**config.mk**
```make
export PLATFORM = sky130hd
export DESIGN_NAME = sync_updown_counter
export DESIGN_NICKNAME = d
export VERILOG_FILES = /design/src/rtl/counter_pkg.sv /design/src/rtl/sync_updown_counter.sv
export SDC_FILE = /design/constraint.sdc
export NUM_CORES = 1
export LEC_CHECK = 0
export ABC_AREA = 1
export ABC_CLOCK_PERIOD_IN_PS = 1360
export BUFFER_PORTS_ARGS = -buffer_cell sky130_fd_sc_hd__buf_2
export CAP_MARGIN = 20
export CORE_AREA = 2 2 39 41
export CTS_CLUSTER_SIZE = 8
export DETAILED_ROUTE_END_ITERATION = 10
export DIE_AREA = 0 0 41 43
export HOLD_SLACK_MARGIN = 0.08
export SLEW_MARGIN = 20
export SYNTH_ARGS = -nofsm -noshare
export SYNTH_HDL_FRONTEND = slang
export SYNTH_SLANG_ARGS = --single-unit
```
**constraint.sdc**
```tcl
create_clock -name clk -period 1.36 [get_ports clk]
set_input_delay 0.272 -clock clk [delete_from_list [all_inputs] [get_ports clk]]
set_output_delay 0.272 -clock clk [all_outputs]
set_load 0.005 [all_outputs]
```
**src/rtl/counter_pkg.sv**
```systemverilog
// Shared definitions for the modulo-N up/down counter: mode constants and the
// pure next-value/boundary-hit function used by the counter register.
package counter_pkg;

  localparam int MODE_WRAP = 0;
  localparam int MODE_SAT  = 1;

  // Fixed internal arithmetic width; wide enough for WIDTH+1 bits up to WIDTH=32.
  localparam int CALC_W = 33;

  typedef struct packed {
    logic [CALC_W-1:0] value;
    logic              hit;
  } next_t;

  function automatic next_t next_count(
    input logic [CALC_W-1:0] cur,
    input logic              up_dn,
    input logic [CALC_W-1:0] modulus,
    input logic              saturate
  );
    next_t             r;
    logic [CALC_W-1:0] top;
    top     = modulus - CALC_W'(1);
    r.value = cur;
    r.hit   = 1'b0;
    if (up_dn) begin
      if (cur == top) begin
        r.hit   = 1'b1;
        r.value = saturate ? top : '0;
      end else begin
        r.value = cur + CALC_W'(1);
      end
    end else begin
      if (cur == '0) begin
        r.hit   = 1'b1;
        r.value = saturate ? '0 : top;
      end else begin
        r.value = cur - CALC_W'(1);
      end
    end
    return r;
  endfunction

endpackage

```
**src/rtl/sync_updown_counter.sv**
```systemverilog
// Parametrised modulo-N up/down counter with clear, clamped load, wrap or
// saturate mode, terminal count, one-cycle boundary pulse and sticky overflow.
module sync_updown_counter
  import counter_pkg::*;
#(
  parameter int WIDTH    = 3,
  parameter int MODULUS  = 8,
  parameter int SATURATE = 0
) (
  input  logic             clk,
  input  logic             reset,
  input  logic             en,
  input  logic             up_dn,
  input  logic             clr,
  input  logic             load,
  input  logic [WIDTH-1:0] load_val,
  output logic [WIDTH-1:0] count_out,
  output logic             tc,
  output logic             wrap_pulse,
  output logic             ovf_sticky
);

  localparam logic [CALC_W-1:0] MOD_EXT  = CALC_W'(MODULUS);
  localparam logic [CALC_W-1:0] TOP_EXT  = MOD_EXT - CALC_W'(1);
  localparam logic [WIDTH-1:0]  TOP_W    = TOP_EXT[WIDTH-1:0];
  localparam logic              SAT_MODE = (SATURATE == MODE_SAT);

  logic [CALC_W-1:0] cur_ext;
  logic [CALC_W-1:0] lv_ext;
  next_t             nc;
  logic [WIDTH-1:0]  step_val;
  logic [WIDTH-1:0]  load_clamped;

  always_comb begin
    cur_ext      = CALC_W'(count_out);
    lv_ext       = CALC_W'(load_val);
    nc           = next_count(cur_ext, up_dn, MOD_EXT, SAT_MODE);
    // Out-of-range results cannot occur; fold the upper bits into a clamp anyway.
    step_val     = (|nc.value[CALC_W-1:WIDTH]) ? TOP_W : nc.value[WIDTH-1:0];
    load_clamped = (lv_ext > TOP_EXT) ? TOP_W : load_val;
  end

  always_ff @(posedge clk or negedge reset) begin
    if (!reset) begin
      count_out  <= '0;
      wrap_pulse <= 1'b0;
      ovf_sticky <= 1'b0;
    end else if (clr) begin
      count_out  <= '0;
      wrap_pulse <= 1'b0;
      ovf_sticky <= 1'b0;
    end else if (load) begin
      count_out  <= load_clamped;
      wrap_pulse <= 1'b0;
    end else if (en) begin
      count_out  <= step_val;
      wrap_pulse <= nc.hit;
      if (nc.hit) ovf_sticky <= 1'b1;
    end else begin
      wrap_pulse <= 1'b0;
    end
  end

  assign tc = up_dn ? (count_out == TOP_W) : (count_out == '0);

endmodule

```
## Word level (Yosys, flattened, before mapping)

Cells that the tools add are included.

- Equal/unequal tests: 2
- Reductions and logical operators: 6
- Mux-type cells: 17
- Add/sub/neg operators: 2

Operators by type and width:

| kind | count |
|---|---|
| 34-bit 2-to-1 mux | 1 |
| 33-bit 2-to-1 mux | 1 |
| 30-bit OR reduction | 1 |
| 3-bit 2-to-1 mux | 4 |
| 1-bit 2-to-1 mux | 10 |
| 3-bit by 1-bit adder with 4-bit output (second input constant) | 1 |
| 4-bit 2-to-1 mux | 1 |
| 2-bit nonzero test | 2 |
| 3-bit by 1-bit subtractor with 4-bit output (second input constant) | 1 |
| 3-bit == test (second input constant) | 1 |
| 3-bit logical NOT | 1 |
| 3-bit AND reduction | 1 |
| 3-bit nonzero test | 1 |
| 2-bit != test (second input constant) | 1 |

- Bits in registers: 5
- Input bits: 9

## Depth between registers and ports, before layout

Gate-level depths: netlist of run 1.

- Word-level depth: 8
- Gate-level depth with buffers: 10
- Mapped depth without buffers: 10

## Least setup slack after synthesis of run 1

OpenSTA, ideal clock, no wires.

- Path kind: register to register
- Start point: register count_out[0]
- End point: register count_out[2]
- Buffers on the path: 0
- Period minus slack after synthesis: 1297 ps
- Cell stages (with the launch flop): 10
- Required time: 1295 ps
- Slack: 63 ps
- Data arrival time: 1232 ps
- Cell sequence: dfrtp_1 > ha_1 > ha_1 > inv_1 > nand3_1 > nor2_1 > nor2_1 > nand2_1 > nand2_1 > nand2_1

- Word-level cells in the longest chain between the ends: 8
- Elaborated cells on any way between the ends: 12

RTL lines:

| element | RTL line | source |
|---|---|---|
| from (decl) | sync_updown_counter.sv:17 | `output logic [WIDTH-1:0] count_out,` |
| from (signal assigned) | sync_updown_counter.sv:53 | `count_out <= load_clamped;` |
| from (signal assigned) | sync_updown_counter.sv:56 | `count_out <= step_val;` |
| 3-bit by 1-bit subtractor with 4-bit output (tied with other cells) | counter_pkg.sv:39 | `r.value = cur - CALC_W'(1);` |
| 33-bit 2-to-1 mux / 4-bit 2-to-1 mux (equally long branches) | counter_pkg.sv:35, counter_pkg.sv:28 |  |
| 34-bit 2-to-1 mux (*) | counter_pkg.sv:27 | `if (up_dn) begin` |
| 30-bit OR reduction | sync_updown_counter.sv:39 | `step_val = (\|nc.value[CALC_W-1:WIDTH]) ? TOP_W : nc.value[WIDTH-1:0];` |
| 3-bit 2-to-1 mux (*) | sync_updown_counter.sv:39 |  |
| 3-bit 2-to-1 mux (*) | sync_updown_counter.sv:55 | `end else if (en) begin` |
| 3-bit 2-to-1 mux (*) | sync_updown_counter.sv:52 | `end else if (load) begin` |
| 3-bit 2-to-1 mux (*) | sync_updown_counter.sv:48 | `end else if (clr) begin` |

Mark *: on every way between the ends. The rest lies on a longest branch, timed or not. The select of a mux whose other input is x is not followed.
A chain may end at the register's enable or synchronous reset.

## Final worst setup path of run 1

- Start point: register count_out[1]
- End point: output tc

- Word-level cells in the longest chain between the ends: 2
- Elaborated cells on any way between the ends: 3

RTL lines:

| element | RTL line | source |
|---|---|---|
| 3-bit == test / 3-bit logical NOT (equally long branches) | sync_updown_counter.sv:64 | `assign tc = up_dn ? (count_out == TOP_W) : (count_out == '0);` |
| 1-bit 2-to-1 mux (*) | sync_updown_counter.sv:64 |  |
| to (decl) | sync_updown_counter.sv:18 | `output logic tc,` |

Mark *: on every way between the ends. The rest lies on a longest branch, timed or not.

==> summary.md, run 1 <==
| Metric | Value |
|---|---|
| Max-slew violation count | 0 |
| Mapped Avg Cell Area | 6.109 um2 |
| YS warnings | 0 |
| Hold Path Class | input port to register |
| Final setup fails | 1 |
| Vias in the first global route | 444 |
| Inserted Clock Buffers | 3 |
| # rows | 14 |
| Hpwl dp | 775.2 um |
| Seq/Total Area, Yosys | 30.12% |
| Clk Latency, worst-skew pair | 0.25 ns |
| Starting Density | 30.02% |
| Drt via density | 4.495 |
| Post-Synth Adder-Cell Area | 12.05% |
| Synth Area in Compound Gates | 2.410% |
| Chip width | 41 um |
| GRT Residual Overflow | 0 |
| Post-DRT Antenna Nets | 0 |
| Routability-driven placement congestion ratio | 0.7896 |
| Antenna Cells | 0 |
| Boundary Pins | 15 |
| DR iter-0 viols | 2 |
| Die area | 1763 um2 |
| Synth Register Bits | 5 |
| Max_cap viols | 0 |
| Placed Instance Area | 520.5 um2 |
| Power Density | 884.0 nW/um2 |
| R2r worst-path depth | 9 |
| CP Max Fanout | 4 |
| Initial antenna violation count | 0 |
| Status | finished with violations |
| Worst R2R End | count_out[0]$_DFFE_PN0P_ |
| First-pass GRT wire length | 1.704 mm |
| Hold path depth | 4 |
| Hold Path Origin | clr |
| Synth Area in XOR/XNOR | 0% |
| Slew @ Worst Pin | 0.3076 ns |
| Root Buffer | clkbuf_4 |
| Period utilisation layout | 112.9% |
| Mapped Cells | 68 |
| Failing checks | setup timing |
| Crit path time final | 1.535 ns |
| Synth unique cells | 10 |
| Crit end category | primary output |
| Mux contribution to synthesized area | 0% |
| # clock sinks | 5 |
| Final worst slack | -0.1751 ns |
| Share of layout cells above drive strength 1 | 36.26% |
| Post-Synth Simple-Gate Area | 45.48% |
| Filler cells | 152 |
| Max Clk Rate | 651.4 MHz |
| Detailed Route WL | 1.058 mm |
| Rel. slew slack | 79.49% |
| Largest net degree at the start of global routing | 8 |
| DRT Pass-1 Iters | 3 |
| Max rail drop VDD | 507.9 uV |
| Nets | 105 |
| Hold Fails Final Rpt | 0 |
| Final Skew | 0.004909 ns |
| Core area | 1384 um2 |
| Synth Cell Area | 415.4 um2 |
| Final Cell Area | 618.1 um2 |
| Syn_nets | 81 |
| Crit Reg-Reg Startpoint | count_out[1]$_DFFE_PN0P_ |
| Depth of the CTS H-tree | 1 |
| Routed length per instance | 9.888 um |
| R2R setup slack | 0.03 ns |
| Final core occ | 44.67% |
| Kind of critical path | register to primary output |
| # DRC | 0 |
| # port buffers | 14 |
| Vias | 481 |
| Leak | 0.3659 nW |
| Overall Global Routing Usage | 14.85% |
| Largest family of logic cells by synthesized area | simple AND/OR/NAND/NOR gates |
| Clock Pin Slew Worst Setup and Hold Paths | 0.05 ns |
| Layout Area Growth over Synthesis | 48.80% |
| Crit path required time | 1.09 ns |
| RSZ-0062 raised after global routing | true |
| Worst setup SP type | register |
| Clock Path Buffers | 2 |
| CTS tree | built |
| Worst Hold Path EP | ovf_sticky$_DFFE_PN0P_ |
| Die Ht | 43 um |
| Crit path DAT | 1.26 ns |
[critical path, cell delays in order, from the launching register on]
cell	delay, ns
dfrtp_1	0.41
ha_2	0.21
ha_4	0.16
nand2_2	0.06
nand2_2	0.05
buf_2	0.12
[how the worst max path moves through the flow]
stage | start | slack (ns) | end
6_report | count_out[1]$_DFFE_PN0P_ | -0.18 | tc
5_1_grt | count_out[1]$_DFFE_PN0P_ | -0.22 | tc
4_1_cts | count_out[1]$_DFFE_PN0P_ | -0.22 | tc
3_5_place_dp | count_out[1]$_DFFE_PN0P_ | 0.0008 | count_out[1]$_DFFE_PN0P_
3_3_place_gp | count_out[0]$_DFFE_PN0P_ | 0.02 | tc
2_1_floorplan | count_out[0]$_DFFE_PN0P_ | 0.06 | count_out[2]$_DFFE_PN0P_
[cell type report]
class	count	area (um2)	share of cell area (%)
repair buffers	19	110.1	17.81
clock buffers	4	26.28	4.251
flip-flops and latches	5	125.1	20.24
inverters	11	41.29	6.680
multi-input cells	52	295.3	47.77
well taps	16	20.02	3.239
[Yosys cell counts, drive strengths merged]
cell   number  area [um2]
nand2      27       101.4
nand3       7       40.04
dfrtp       5       125.1
o21ai       2       10.00
inv        11       41.29
nor2       12       47.55
ha          4       50.05
[flip-flops by register name, summed over array words and instances (netlist names)]
signal      flops
count_out       3
ovf_sticky      1
wrap_pulse      1
[power by group]
part,switching [mW],leakage [nW],internal (mW),total (mW)
Combinational,0.102,0.285,0.0912,0.193
Sequential,0.0167,0.0658,0.161,0.178
Clock,0.0647,0.0150,0.111,0.176
Total,0.183,0.366,0.363,0.546
[placed cells by master, fill, tap and decap left out, drive strengths merged]
cell / instances
clkbuf: 4
nand3: 7
o21ai: 2
dlygate4sd3: 1
nor2: 12
buf: 18
dfrtp: 5
inv: 11
ha: 4
nand2: 27
[kinds of logic after synthesis]
kind of cell	after synthesis
AOI/OAI and AO/OA	2
DFF	5
adders and majority gates	4
buffers and inverters	11
and+or+nand+nor	46
[timing repair]
item | 4_1_cts | 5_1_grt
resized for setup | 7 | 6
buffers inserted | 1 | 1
pin swaps | 3 | 2
hold buffers | 1 | 0
endpoints found under the hold margin | 5 | 0
setup endpoints to repair | 4 | 4
[metal layers]
layer | vias to the layer above | GRT usage (%) | part of all wire, %
met3 | 2 | 3.141 | 5.7
li1 | 250 | - | -
met2 | 14 | 21.88 | 53
met1 | 215 | 17.38 | 40
met5 | - | 0 | 0
met4 | 0 | 12.00 | 2.2
[through the flow]
step	std cells	setup TNS (ns)	hold slack, ns	total power, mW	setup slack (ns)
floorplan	68	0	-0.02359	0.2684	0.06349
global placement	100	0	0.08905	0.3291	0.02480
detailed placement	100	0	0.08969	0.3315	0.0008302
CTS	106	-0.2151	0.2775	0.5360	-0.2151
global route	107	-0.3807	0.3032	0.5973	-0.2247
finish	107	-0.1751	0.2897	0.5464	-0.1751
No activity file was read; power rests on OpenSTA's default activity.
==> inputs of run 2 (changes only) <==
--- a/config.mk
+++ b/config.mk
@@ -5,7 +5,6 @@
 export SDC_FILE = /design/constraint.sdc
 export NUM_CORES = 1
 export LEC_CHECK = 0
-export ABC_AREA = 1
 export ABC_CLOCK_PERIOD_IN_PS = 1360
 export BUFFER_PORTS_ARGS = -buffer_cell sky130_fd_sc_hd__buf_2
 export CAP_MARGIN = 20
==> run 2 against run 1 <==
The run still ends with setup timing left. Critical endpoint unchanged. Synthesized area shrank 6.9%. Combinational power shrank 15%. Design area is 3.0% lower. Routed wire length fell by 2.3%. Sequential power decreased by 4%.
==> summary.md, run 2 <==
| Metric | Value |
|---|---|
| Inserted Clock Buffers | 3 |
| Hold Fails Final Rpt | 0 |
| CP startpoint | count_out[1]$_DFFE_PN0P_ |
| Hold Slack | 0.2817 ns |
| Asr flop ratio synth | 100.0% |
| First-pass GRT wire length | 1.600 mm |
| Die area | 1763 um2 |
| Period utilisation layout | 121.2% |
| Crit path DAT | 1.38 ns |
| Leak | 0.3057 nW |
| Drt via density | 5.024 |
| Max Clk Rate | 606.7 MHz |
| DR iter-0 viols | 3 |
| Core area | 1384 um2 |
| # rows | 14 |
| Largest net degree at the start of global routing | 9 |
| R2r worst-path depth | 6 |
| RSZ-0062 raised after global routing | true |
| Final Skew | 0.001780 ns |
| Top cells by count, synth | 6 x nand2_1, 5 x a21oi_1, 5 x dfrtp_1 |
| Crit Reg-Reg Startpoint | count_out[1]$_DFFE_PN0P_ |
| Chip width | 41 um |
| CTS tree | built |
| Yosys top cell by area | dfrtp_1 |
| Status | finished with violations |
| Vias | 422 |
| Overall Global Routing Usage | 13.44% |
| Power Density | 840.3 nW/um2 |
| Mapped Cells | 44 |
| Worst R2R End | count_out[2]$_DFFE_PN0P_ |
| Root Buffer | clkbuf_4 |
| Syn_nets | 57 |
| Clk Latency, worst-skew pair | 0.24 ns |
| Most common cell in the netlist | nand2_1 |
| Synth top area share | 32.36% |
| # clock sinks | 5 |
| Crit path required time | 1.09 ns |
| Crit path time final | 1.648 ns |
| DRT Pass-1 Iters | 2 |
| Antenna Cells | 0 |
| Vias in the first global route | 386 |
| Boundary Pins | 15 |
| Starting Density | 27.94% |
| GR Util met3 | 3.141% |
| Post-DRT Antenna Nets | 0 |
| # DRC | 0 |
| Initial antenna violation count | 0 |
| Max rail drop VDD | 204.7 uV |
| Top flop regs | count_out x3, ovf_sticky x1, wrap_pulse x1 |
| # port buffers | 14 |
| Kind of critical path | register to primary output |
| Nets | 82 |
| GRT Residual Overflow | 0 |
| M1 GR Usage | 16.03% |
| Final setup fails | 5 |
| Final worst slack | -0.2884 ns |
| Post-synth top flop | dfrtp_1 |
| Synth Register Bits | 5 |
| Die Ht | 43 um |
| Layout Area Growth over Synthesis | 55.02% |
| Commonest non-fill, non-tap cell in the layout | buf_2 |
| Met2 global-route usage | 20.63% |
| Detailed Route WL | 1.034 mm |
| Routability-driven placement congestion ratio | 0.8445 |
| Max-slew violation count | 0 |
| Worst setup SP type | register |
| Slowest Stage Delay on Critical Path | 0.41 ns |
| Crit end category | primary output |
| Rel. slew slack | 78.95% |
| Final core occ | 43.31% |
| Number of synthesized flops with an enable pin | 0 |
| Slew @ Worst Pin | 0.3134 ns |
| Largest cells by area after synthesis | dfrtp_1 32%, ha_1 13%, a22o_1 6.8% |
| CP max stage cell | dfrtp_1 |
| Clock Path Buffers | 2 |
| Crit-path cells | ha_2, ha_4, a22o_4, buf_6 |
| Routed length per instance | 12.31 um |
| Hold Path Class | input port to register |
| Synth unique cells | 20 |
| Seq/Total Area, Yosys | 32.36% |
| Max reg flops | 3 |
| Reg with most FFs | count_out |
| Clock Pin Slew Worst Setup and Hold Paths | 0.04 ns |
| Failing checks | setup timing |
| Mapped Avg Cell Area | 8.787 um2 |
| R2R setup slack | -0.21 ns |
| Max_cap viols | 0 |
| Most frequent cells in the layout | 13 x buf_2, 6 x nand2_1, 5 x buf_4 |
| Share of layout cells above drive strength 1 | 45.59% |
| YS warnings | 0 |
| GRT Max-Usage Layer | met2 |
| Depth of the CTS H-tree | 1 |
| Synth Cell Area | 386.6 um2 |
| Worst Setup EP | tc |
| CP Max Fanout | 4 |
-- run 2: changes by cell type after synthesis, sizes merged, moves of 2 or more --
cell and delta:
nor3 +2, nand2b +2, nand3 -6, a21oi +6, nor2 -9, o21ai -2
inv -8, a22o +4, nand2 -21
-- run 2: critical path: cells and delay by family, from the launching register on --
| family | cells | cell delay (ns) |
|---|---|---|
| flops | 1 | 0.41 |
| fa+ha+maj | 2 | 0.36 |
| compound gates | 1 | 0.25 |
| buf+inv | 1 | 0.11 |
-- run 2: routing by layer --
layer / share of wire (%) / vias up
met5: 0 / -
met2: 48 / 10
met4: 0 / 0
met3: 6.5 / 0
met1: 46 / 203
li1: - / 209
-- run 2: final cells by class --
| cell class | count | area [um2] |
|---|---|---|
| fillers | 145 | 784.5 |
| well taps | 16 | 20.02 |
| inverters | 3 | 11.26 |
| multi-input cells | 36 | 291.5 |
| flip-flops and latches | 5 | 126.4 |
| clock buffers | 4 | 26.28 |
| repair buffers | 20 | 123.9 |
-- run 2: kinds of logic (layout without fill, tap and decap cells) --
family	Yosys count	count (layout)	share of synthesized area [%]
buffers and inverters	3	27	2.912
adders and majority gates	4	4	12.95
AOI/OAI and AO/OA	14	14	27.51
and+or+nand+nor	18	18	24.27
DFF	5	5	32.36
-- run 2: how the worst min path moves through the flow --
stage,slack [ns],start,end,depth (start not counted)
after floorplan,-0.02,reset,count_out[0]$_DFFE_PN0P_,0
after global placement,0.09,reset,count_out[2]$_DFFE_PN0P_,1
after detailed placement,0.09,reset,count_out[2]$_DFFE_PN0P_,1
after CTS,0.27,clr,ovf_sticky$_DFFE_PN0P_,2
after global routing,0.29,clr,ovf_sticky$_DFFE_PN0P_,2
final,0.28,clr,ovf_sticky$_DFFE_PN0P_,2
-- run 2: timing repair --
item / in CTS / in global routing
hold buffers: 1 / 0
pin swaps: 4 / 2
endpoints found under the setup margin: 5 / 5
gates resized for setup: 3 / 1
setup buffers: 1 / 1
endpoints found under the hold margin: 5 / 0
-- run 2: stage by stage --
step / TNS, ns / setup WS [ns] / total power, mW / std cells / instance area (um2)
finish: -0.9521 / -0.2884 / 0.5036 / 84 / 599.3
global route: -1.267 / -0.3303 / 0.5403 / 84 / 599.3
CTS: -0.8068 / -0.3027 / 0.5023 / 83 / 576.8
detailed placement: -0.6048 / -0.1871 / 0.3121 / 77 / 515.5
global placement: -0.4865 / -0.1550 / 0.3121 / 77 / 515.5
floorplan: -0.3566 / -0.1236 / 0.2504 / 44 / 402.9
-- run 2: power breakdown --
group          internal (mW)  total, mW  switching, mW  leakage, nW
clock network          0.111      0.169         0.0586       0.0150
registers              0.159      0.170         0.0104       0.0655
logic                 0.0837      0.164         0.0808        0.225
==> inputs of run 3 (changes only) <==
--- a/config.mk
+++ b/config.mk
@@ -9,6 +9,7 @@
 export BUFFER_PORTS_ARGS = -buffer_cell sky130_fd_sc_hd__buf_2
 export CAP_MARGIN = 20
 export CORE_AREA = 2 2 39 41
+export CTS_BUF_LIST = sky130_fd_sc_hd__clkbuf_2
 export CTS_CLUSTER_SIZE = 8
 export DETAILED_ROUTE_END_ITERATION = 10
 export DIE_AREA = 0 0 41 43
==> run 3 against run 2 <==
The run still ends with setup timing left. Largest cell class unchanged. Power down 7.4%. Clock skew about the same. Sequential power about the same. Largest power group unchanged. Critical path type unchanged. Sequential cell count unchanged. Critical endpoint unchanged.
==> summary.md, run 3 (synthesized netlist as in run 2, its figures left out) <==
| Metric | Value |
|---|---|
| Max Clk Rate | 616.4 MHz |
| Vias | 416 |
| Nets | 82 |
| Most frequent cells in the layout | 13 x buf_2, 6 x nand2_1, 5 x buf_4 |
| Initial antenna violation count | 0 |
| RSZ-0062 raised after global routing | true |
| Drt via density | 4.952 |
| Max_cap viols | 0 |
| Starting Density | 27.94% |
| Inserted Clock Buffers | 3 |
| Crit path DAT | 1.35 ns |
| Worst setup SP type | register |
| Detailed Route WL | 1.018 mm |
| # port buffers | 14 |
| Max-slew violation count | 0 |
| Final Skew | 0.001447 ns |
| Clock Pin Slew Worst Setup and Hold Paths | 0.05 ns |
| Depth of the CTS H-tree | 1 |
| Kind of critical path | register to primary output |
| Placed Instance Area | 515.5 um2 |
| Pwr Total | 466.4 uW |
| Post-DRT Antenna Nets | 0 |
| Chip width | 41 um |
| CP Max Fanout | 4 |
| CP max stage cell | dfrtp_1 |
| Filler cells | 143 |
| Root Buffer | clkbuf_2 |
| # clock sinks | 5 |
| Top flop regs | count_out x3, ovf_sticky x1, wrap_pulse x1 |
| Reg with most FFs | count_out |
| Max rail drop VDD | 216.5 uV |
| Layout Area Growth over Synthesis | 53.40% |
| GRT Residual Overflow | 0 |
| Routability-driven placement congestion ratio | 0.8445 |
| DR iter-0 viols | 1 |
| Failing checks | setup timing |
| DRT Pass-1 Iters | 2 |
| Largest net degree at the start of global routing | 9 |
| Overall Global Routing Usage | 13.14% |
| Vias in the first global route | 387 |
| Power Density | 786.4 nW/um2 |
| Final worst slack | -0.2623 ns |
| Clock Path Buffers | 2 |
| Commonest non-fill, non-tap cell in the layout | buf_2 |
| Antenna Cells | 0 |
| Period utilisation layout | 119.3% |
| Die Ht | 43 um |
| Slowest Stage Delay on Critical Path | 0.42 ns |
| CTS tree | built |
| Share of layout cells above drive strength 1 | 47.06% |
| Max reg flops | 3 |
| Crit end category | primary output |
| Crit path time final | 1.622 ns |
| Routed length per instance | 12.12 um |
| Slew @ Worst Pin | 0.3174 ns |
| Final setup fails | 5 |
| First-pass GRT wire length | 1.587 mm |
| Hold Fails Final Rpt | 0 |
| Core area | 1384 um2 |
| Crit-path cells | ha_2, ha_4, a22o_4, buf_6 |
| Leak | 0.3073 nW |
| Clk Latency, worst-skew pair | 0.21 ns |
| # rows | 14 |
| Die area | 1763 um2 |
| R2r worst-path depth | 6 |
| Rel. slew slack | 78.68% |
| Final Cell Area | 593.1 um2 |
| Status | finished with violations |
| Hold path depth | 2 |
| # DRC | 0 |
| Hold Path Class | input port to register |
| Crit path required time | 1.09 ns |
| Boundary Pins | 15 |
-- run 3: area by class of cell --
| class | instances | area (um2) | area share, % |
|---|---|---|---|
| Multi-Input combinational cell | 36 | 291.5 | 49.16 |
| Sequential cell | 5 | 126.4 | 21.31 |
| Timing Repair Buffer | 20 | 123.9 | 20.89 |
| Clock buffer | 4 | 20.02 | 3.376 |
| Tap cell | 16 | 20.02 | 3.376 |
| Inverter | 3 | 11.26 | 1.899 |
-- run 3: routing by layer --
metal  track usage, %  up-vias  share of wire [%]
met5                0        -                  0
met4            6.000        0                  0
met3            3.141        0                7.0
li1                 -      209                  -
met2            20.63       10                 47
met1            16.03      197                 46
-- run 3: worst max-delay path, delay by kind of cell, from the launching register on --
kind            cells  cell delay, ns
flops               1            0.42
buf+inv             1            0.11
compound gates      1            0.25
fa+ha+maj           2            0.36
-- run 3: report_power, final --
| group | internal, mW | leakage, nW | switching, mW |
|---|---|---|---|
| Sequential | 0.159 | 0.0655 | 0.0104 |
| Combinational | 0.0837 | 0.225 | 0.0805 |
| Clock | 0.0778 | 0.0166 | 0.0551 |
| Total | 0.320 | 0.307 | 0.146 |
-- run 3: what timing repair did --
| item | 4_1_cts | 5_1_grt |
|---|---|---|
| endpoints found under the hold margin | 5 | 0 |
| pin swaps | 4 | 2 |
| setup endpoints to repair | 5 | 5 |
| hold buffers | 1 | 0 |
| buffers inserted | 1 | 1 |
| gates cloned | 0 | 0 |
| resized for setup | 3 | 1 |
-- run 3: worst paths after layout --
path,start,end,slack [ns]
hold reg to reg,ovf_sticky$_DFFE_PN0P_,ovf_sticky$_DFFE_PN0P_,0.53
min in group asynchronous,reset,count_out[2]$_DFFE_PN0P_,0.40
hold / removal,clr,ovf_sticky$_DFFE_PN0P_,0.31
setup reg to reg,count_out[1]$_DFFE_PN0P_,count_out[2]$_DFFE_PN0P_,-0.21
max in group asynchronous,reset,count_out[0]$_DFFE_PN0P_,0.82
setup / recovery,count_out[1]$_DFFE_PN0P_,tc,-0.26
-- run 3: stage by stage --
step	setup slack, ns	setup TNS (ns)	hold slack (ns)	utilization (%)	cells
global route	-0.3123	-1.263	0.3117	42.86	84
global placement	-0.1550	-0.4865	0.09023	37.25	77
detailed placement	-0.1871	-0.6048	0.09275	37.25	77
floorplan	-0.1236	-0.3566	-0.02359	-	44
CTS	-0.2777	-0.7885	0.3014	41.23	83
finish	-0.2623	-0.9290	0.3134	42.86	84
